### config.mk
export PLATFORM = sky130hd
export DESIGN_NAME = panel_io_ctrl
export DESIGN_NICKNAME = d
export VERILOG_FILES = /design/src/rtl/panel_io_ctrl.sv
export SDC_FILE = /design/constraint.sdc
export NUM_CORES = 1
export LEC_CHECK = 0
export BUFFER_PORTS_ARGS = -buffer_cell sky130_fd_sc_hd__clkbuf_2
export CAP_MARGIN = 20
export CORE_ASPECT_RATIO = 0.75
export CORE_MARGIN = 3
export CORE_UTILIZATION = 54
export CTS_BUF_LIST = sky130_fd_sc_hd__clkbuf_2
export DETAILED_ROUTE_END_ITERATION = 8
export PLACE_DENSITY = 0.79
export REMOVE_ABC_BUFFERS = 1
export SLEW_MARGIN = 30
export SYNTH_ARGS = -nofsm -noshare
export SYNTH_HDL_FRONTEND = slang
export SYNTH_HIERARCHICAL = 1
export SYNTH_SLANG_ARGS = --single-unit
### constraint.sdc
create_clock -name clk -period 3.05 [get_ports clk]
set_clock_uncertainty 0.15 [all_clocks]
set_input_delay 0.4575 -clock clk [delete_from_list [all_inputs] [get_ports clk]]
set_output_delay 0.4575 -clock clk [all_outputs]
set_load 0.05 [all_outputs]
### src/rtl/panel_io_ctrl.sv
// panel_io_ctrl -- front-panel input controller for the pipelined MIPS board top.
//
// Synchronises and debounces the general switch/button inputs and produces
// one-cycle rising-edge pulses from them. It also stretches the system reset
// from the reset button and the clock-generator lock, and decodes a rotary
// encoder into per-channel display address registers.
//
// Ports:
//   clk          system clock
//   rst          synchronous, active-high reset
//   locked       clock generator lock (0 forces rst_out)
//   btn_reset_i  raw reset button
//   sig_i        raw general inputs [N_IN]
//   rot_a/rot_b  raw rotary encoder phases
//   sel          active address channel
//   rst_out      stretched system reset
//   sig_o        debounced inputs [N_IN]
//   rise_o       one-cycle rising-edge pulses of sig_o [N_IN]
//   addr_o       address register of the selected channel [ADDR_W]
//
// Build option: define DISP_ADDR_SAT_EN for saturating address registers;
// without it the address arithmetic wraps modulo 2^ADDR_W.

// One synchroniser + debouncer lane.
module panel_io_db #(
    parameter int   LIMIT = 10000,
    parameter int   CNT_W = 16,
    parameter logic INIT  = 1'b0
) (
    input  logic clk,
    input  logic rst,
    input  logic raw,
    output logic db
);
    logic [1:0]       sync;
    logic [CNT_W-1:0] cnt;

    // The count reaching LIMIT mismatched cycles is detected one step early
    // so the flip and the counter clear happen on the LIMIT-th mismatch.
    always_ff @(posedge clk) begin
        if (rst) begin
            sync <= '0;
            cnt  <= '0;
            db   <= INIT;
        end else begin
            sync <= {sync[0], raw};
            if (sync[1] == db) begin
                cnt <= '0;
            end else if (cnt == CNT_W'(LIMIT - 1)) begin
                db  <= sync[1];
                cnt <= '0;
            end else begin
                cnt <= cnt + 1'b1;
            end
        end
    end
endmodule

module panel_io_ctrl #(
    parameter int              N_IN           = 8,
    parameter int              JITTER_MAX     = 10000,
    parameter int              ROT_JITTER_MAX = 2000,
    parameter int              CNT_W          = 16,
    parameter logic [N_IN-1:0] INIT_MASK      = '0,
    parameter int              RST_STRETCH    = 16,
    parameter int              CHANNELS       = 4,
    parameter int              ADDR_W         = 5
) (
    input  logic                        clk,
    input  logic                        rst,
    input  logic                        locked,
    input  logic                        btn_reset_i,
    input  logic [N_IN-1:0]             sig_i,
    input  logic                        rot_a,
    input  logic                        rot_b,
    input  logic [$clog2(CHANNELS)-1:0] sel,
    output logic                        rst_out,
    output logic [N_IN-1:0]             sig_o,
    output logic [N_IN-1:0]             rise_o,
    output logic [ADDR_W-1:0]           addr_o
);
    logic [N_IN-1:0]                 sig_o_d;
    logic                            btn_db;
    logic                            rot_a_db, rot_b_db, rot_a_d, rot_b_d;
    logic [RST_STRETCH-1:0]          shreg;
    logic [CHANNELS-1:0][ADDR_W-1:0] addr;
    logic                            a_rise, b_rise, inc, dec;
    logic [ADDR_W-1:0]               cur, nxt;

    generate
        for (genvar i = 0; i < N_IN; i++) begin : g_in
            panel_io_db #(.LIMIT(JITTER_MAX), .CNT_W(CNT_W), .INIT(INIT_MASK[i])) u_db (
                .clk(clk), .rst(rst), .raw(sig_i[i]), .db(sig_o[i])
            );
        end
    endgenerate

    // Button debounces to 1 so the stretcher stays asserted out of reset.
    panel_io_db #(.LIMIT(JITTER_MAX), .CNT_W(CNT_W), .INIT(1'b1)) u_btn (
        .clk(clk), .rst(rst), .raw(btn_reset_i), .db(btn_db)
    );
    panel_io_db #(.LIMIT(ROT_JITTER_MAX), .CNT_W(CNT_W), .INIT(1'b0)) u_rot_a (
        .clk(clk), .rst(rst), .raw(rot_a), .db(rot_a_db)
    );
    panel_io_db #(.LIMIT(ROT_JITTER_MAX), .CNT_W(CNT_W), .INIT(1'b0)) u_rot_b (
        .clk(clk), .rst(rst), .raw(rot_b), .db(rot_b_db)
    );

    always_ff @(posedge clk) begin
        if (rst) begin
            sig_o_d <= INIT_MASK;
            rot_a_d <= 1'b0;
            rot_b_d <= 1'b0;
            shreg   <= '1;
            rst_out <= 1'b1;
        end else begin
            sig_o_d <= sig_o;
            rot_a_d <= rot_a_db;
            rot_b_d <= rot_b_db;
            shreg   <= {shreg[RST_STRETCH-2:0], btn_db | ~locked};
            rst_out <= |shreg;
        end
    end

    // sig_o_d resets to the same value as sig_o, so leaving reset never pulses.
    assign rise_o = sig_o & ~sig_o_d;

    always_comb begin
        a_rise = rot_a_db & ~rot_a_d;
        b_rise = rot_b_db & ~rot_b_d;
        dec    = a_rise & ~rot_b_db & ~b_rise;
        inc    = b_rise & ~rot_a_db & ~a_rise;
        cur    = addr[sel];
        nxt    = cur;
`ifdef DISP_ADDR_SAT_EN
        if (dec)      nxt = (cur == '0) ? cur : cur - 1'b1;
        else if (inc) nxt = (cur == '1) ? cur : cur + 1'b1;
`else
        if (dec)      nxt = cur - 1'b1;
        else if (inc) nxt = cur + 1'b1;
`endif
    end

    always_ff @(posedge clk) begin
        if (rst || rst_out) begin
            addr <= '0;
        end else if (inc || dec) begin
            addr[sel] <= nxt;
        end
    end

    assign addr_o = addr[sel];
endmodule
Word level (Yosys, flattened, before mapping) --
Cells that the tools add are included.
Word-level totals: memories 0, word-level logic and storage cells 139, latch bits 0, RAM bits 0, ROM bits 0, output and inout port bits 22, register bits after elaboration 256
Operators by class: add/subtract/negate cells 13, bitwise gates (word level) 27, reductions and logical operators 26, multipliers 0, muxes and demuxes 7, shifts and indexed selects 0, magnitude comparators 2, divide/modulo/power cells 0, eq/ne operators 22
Operators with widths (number):
- $add A16 B1 Y16 const B | 11
- $eq A16 B14 Y1 const B | 9
- $reduce_or A3 Y1 | 11
- $eq A16 B11 Y1 const B | 2
- $reduce_and A2 Y1 | 11
- $bwmux W20 | 1
- $mux W5 | 4
- $not A1 Y1 | 18
- $reduce_or A16 Y1 | 1
- $eq A1 B1 Y1 | 11
- $bmux W5 S2 | 1
- $demux W5 S2 | 1
- $and A8 B8 Y8 | 1
- $not A8 Y8 | 1
- $and A1 B1 Y1 | 6
- $add A5 B1 Y5 const B | 1
- $sub A5 B1 Y5 const B | 1
- $lt A2 B3 Y1 const B | 1
- $ge A2 B1 Y1 const B | 1
- $logic_or A1 B1 Y1 | 2
- $logic_and A1 B1 Y1 | 1
- $or A1 B1 Y1 | 1

Depth between registers and ports, before layout --
depth after elaboration 7, depth in mapped cells 8, gate-level depth less buffers 7

Cells and area by module --
Netlist, hierarchy kept.
By module, submodules not included:
- panel_io_db (g_in[0].u_db ...) | cells each 93, area an instance 833.3 sq um, instances 8
- panel_io_ctrl | cells each 180, area an instance 1820.5 sq um, instances 1
- panel_io_db (u_rot_b) | cells each 88, area an instance 822.0 sq um, instances 1
- panel_io_db (u_btn) | cells each 90, area an instance 814.5 sq um, instances 1
- panel_io_db (u_rot_a) | cells each 88, area an instance 808.3 sq um, instances 1

Worst setup path after synthesis --
No wires, ideal clock.
kind input-to-reg, start input sel[0], end register addr[19] in the netlist's numbering, arrival 2136 ps, library setup time 139 ps, cell stages on the path 8, path buffers 1, path slack 625 ps, cells stage by stage buf_6 mux4_2 inv_1 ha_1 nor4b_2 a41oi_1 xor2_1 o31ai_1
On the way: longest elaborated chain between the ends 6, elaborated cells between the ends (all ways) 12, classes of those cells 2 x add/sub; 2 x order compare; 7 x mux; 1 x reduce/logical
Ends and longest elaborated chain:
- from (decl) | line 76 | input logic [$clog2(CHANNELS)-1:0] sel,
- $bmux W5 S2 (*)
- $mux W5 (*)
- via addr_o[0] | line 80 | output logic [ADDR_W-1:0] addr_o
- $add A5 B1 Y5 | line 140 | else if (inc) nxt = cur + 1'b1;
- $mux W5 | line 140
- $mux W5 (*) | line 139 | if (dec) nxt = cur - 1'b1;
- $bwmux W20 (*) | line 148 | addr[sel] <= nxt;
- to (signal, indexed assignment) | line 148
- to (decl) | line 86 | logic [CHANNELS-1:0][ADDR_W-1:0] addr;
Mark *: on every way through the listed nets, which the timed path passes. The rest lies on a longest branch. The select of a mux whose other input is x is not followed. A chain may end at the register's enable or synchronous reset.

Worst setup path in the final report --
start register addr[15] in the netlist's numbering, end output addr_o[0]
On the way: longest elaborated chain between the ends 2
Ends and longest elaborated chain:
- $bmux W5 S2 | line 152 | assign addr_o = addr[sel];
- $mux W5 (not written as such) | line 152
- to (decl) | line 80
Every way passes these cells. The select of a mux whose other input is x is not followed.

==> flow_summary.json <==
{
  "status": "complete, no violations",
  "place_ws_ns": 0.4301,
  "crit_family": "multiplexers",
  "portBuffers": 37,
  "finalCoreUtilization_pct": 60.85,
  "slowest_delay_ns": 0.58,
  "ioPinCount": 38,
  "maxCapViolCount": 0,
  "cts_tree": "done",
  "p_per_area_mw_per_mm2": 461.0,
  "syn-cell-area_sq_mm": 0.01093,
  "hold_class": "in2reg",
  "die_y_microns": 129.2,
  "maxSlewHeadroom_pct": 43.36,
  "syn_area_per_cell_sq_um": 9.186,
  "nets": 1314,
  "yosys-top-cells-area": "dfxtp_1 47%, xnor2_1 8.4%, nor2_1 7.5%",
  "wl_per_cell_microns": 12.48,
  "synth-seq-cells": 256,
  "htree_levels": 2,
  "synthArstFlopShare_pct": 0,
  "clock_latency_ns": 0.79,
  "route.detailed.drc": 0,
  "dp_hpwl_mm": 13.29,
  "dr.pass1.iters": 5,
  "crit_fanout": 9,
  "drv_slew": 0,
  "setup_viol": 0,
  "period_share_pct": 85.12,
  "synth_top_area_share_pct": 46.88,
  "finalPower_mw": 5.498,
  "vdd_drop_max_mv": 0.2491,
  "clockRootBuffer": "clkbuf_2",
  "fp.dieW_microns": 170.3,
  "overflow": 0,
  "synth.most_common_cell": "dfxtp_1",
  "post_cts_resized": 0,
  "fp.dieArea_sq_mm": 0.02200,
  "num_rows": 44,
  "cts_setup_buffers": 0,
  "path_cells": "mux4_2, clkbuf_2",
  "tightest_slew_ns": 0.8459,
  "area_delta_synth_final_pct": 9.088,
  "reg2reg_setup_slack_ns": 0.82,
  "synth_cells": 1190,
  "nFillCells": 1709,
  "cp.required_ns": 2.44,
  "gp_congestion": 0.8326,
  "via_count": 8336,
  "synth_top_cell_by_area": "dfxtp_1",
  "seq_area_sq_mm": 0.005125,
  "yosysSeqAreaShare_pct": 46.88,
  "cts_sinks": 256,
  "yosysWarnings": 6,
  "clkTransAtPathRegs_ns": 0.12,
  "grt_max_degree": 35,
  "initial_utilization_pct": 55.78,
  "cp_slowest_cell": "mux4_2",
  "crit_path_end_kind": "output pin",
  "viasPerCell": 5.276,
  "critPathArrivalTime_ns": 1.99,
  "power.leakage_nw": 3.888,
  "synth_edf_count": 0,
  "antenna_found_initial": 0,
  "cp_num_buf_inv": 1,
  "diodes": 0,
  "cp-start-kind": "flip-flop",
  "min_period_ns": 2.596,
  "grt_pass1_vias": 7887,
  "final_antenna_net_count": 0,
  "fin_ws_ns": 0.4538,
  "multi_input_area_sq_mm": 0.005487,
  "drt_iter0_drc": 592,
  "grt_pass1_wl_mm": 35.33,
  "final.setup.tns_ns": 0,
  "rsz0062_at_grt": "false",
  "routed_wl_mm": 19.72,
  "numCtsBuffers": 57,
  "cts_hold_buf": 17,
  "core_area_sq_mm": 0.01960,
  "worstSetupPathType": "reg2out",
  "ys_types": 47,
  "hold_viol": 0,
  "synthTopCellsByCount": "256 x dfxtp_1, 218 x nor2_1, 105 x xnor2_1, 82 x nand3_1, 57 x nand2_1",
  "synth_flop_cell": "dfxtp_1",
  "grt_use_total_pct": 18.63,
  "layout-drive-gt1-share_pct": 14.09,
  "fmax_mhz": 385.2,
  "cts_buffer_depth": 3
}
cell usage in the layout, fill, tap and decap left out, types with 16 or more instances in the layout:
cell and instances:
or3_1 22, xnor2_1 105, inv_1 33, dfxtp_1 256, dlygate4sd3_1 17, nand4_1 50
nor3_1 39, nor2_1 218, nor4_1 32, a21oi_1 25, nand3_1 82, o21ai_0 16
or2_2 17, nor2b_1 40, clkbuf_2 122, nand2_1 57, xor2_1 54, or4_4 17
worst reg2reg max path: stages (launching register included):
cell and delay, ns:
dfxtp_1 0.38, or4_4 0.53, or4_4 0.54, o21ai_4 0.38, nor2_1 0.10
registers in the layout (all words and copies together) (netlist names), 8 cells and up:
signal / count
u_rot_b/cnt: 16
g_in.u_db/db: 8
g_in.u_db/cnt: 128
sig_o_d: 8
addr: 20
shreg: 16
u_btn/cnt: 16
u_rot_a/cnt: 16
g_in.u_db/sync: 16
power by group:
group | switching [mW] | total (mW) | internal (mW)
logic | 0.0591 | 0.107 | 0.0479
registers | 0.0132 | 3.37 | 3.36
clock network | 1.27 | 2.02 | 0.745
stage by stage:
| step | cell area (sq um) | instances | hold slack [ns] |
|---|---|---|---|
| 4_1_cts | 11930 | 1580 | 0.03326 |
| 6_report | 11930 | 1580 | 0.1137 |
| 3_5_place_dp | 11270 | 1462 | 0.2722 |
| 3_3_place_gp | 11270 | 1462 | 0.2609 |
| 2_1_floorplan | 10740 | 1168 | 0.2515 |
| 5_1_grt | 11930 | 1580 | 0.04247 |
metal layers:
metal / global-route usage [%] / share of wire (%) / up-vias
li1: - / - / 4336
met4: 5.484 / 1.2 / 0
met1: 26.59 / 52 / 3847
met3: 4.392 / 4.1 / 24
met5: 0 / 0 / -
met2: 28.31 / 42 / 129
layout make-up:
type,instances,area share (%)
Clock buffer,86,3.609
Multi-Input combinational cell,879,46.01
Inverter,33,1.039
Timing Repair Buffer,58,3.232
Clock inverter,15,0.4826
Tap cell,253,2.654
Sequential cell,256,42.98
worst paths after layout:
| path | depth (start not counted) | from | end |
|---|---|---|---|
| max | 2 | addr[15]$_SDFFE_PP0P_ | addr_o[0] |
| min reg2reg | 1 | shreg[9]$_SDFF_PP1_ | shreg[10]$_SDFF_PP1_ |
| max reg2reg | 4 | g_in[2].u_db/cnt[12]$_SDFF_PP0_ | g_in[2].u_db/cnt[5]$_SDFF_PP0_ |
| min | 4 | sel[0] | addr[2]$_SDFFE_PP0P_ |
kinds of logic after synthesis:
group	share of synthesized area, %
AOI/OAI and AO/OA	4.624
xor gates and xnor gates	12.74
adders and majority gates	1.488
buffers and inverters	2.930
DFF	46.88
muxes	1.305
and+or+nand+nor	30.03
No activity file was read; power rests on OpenSTA's default activity.
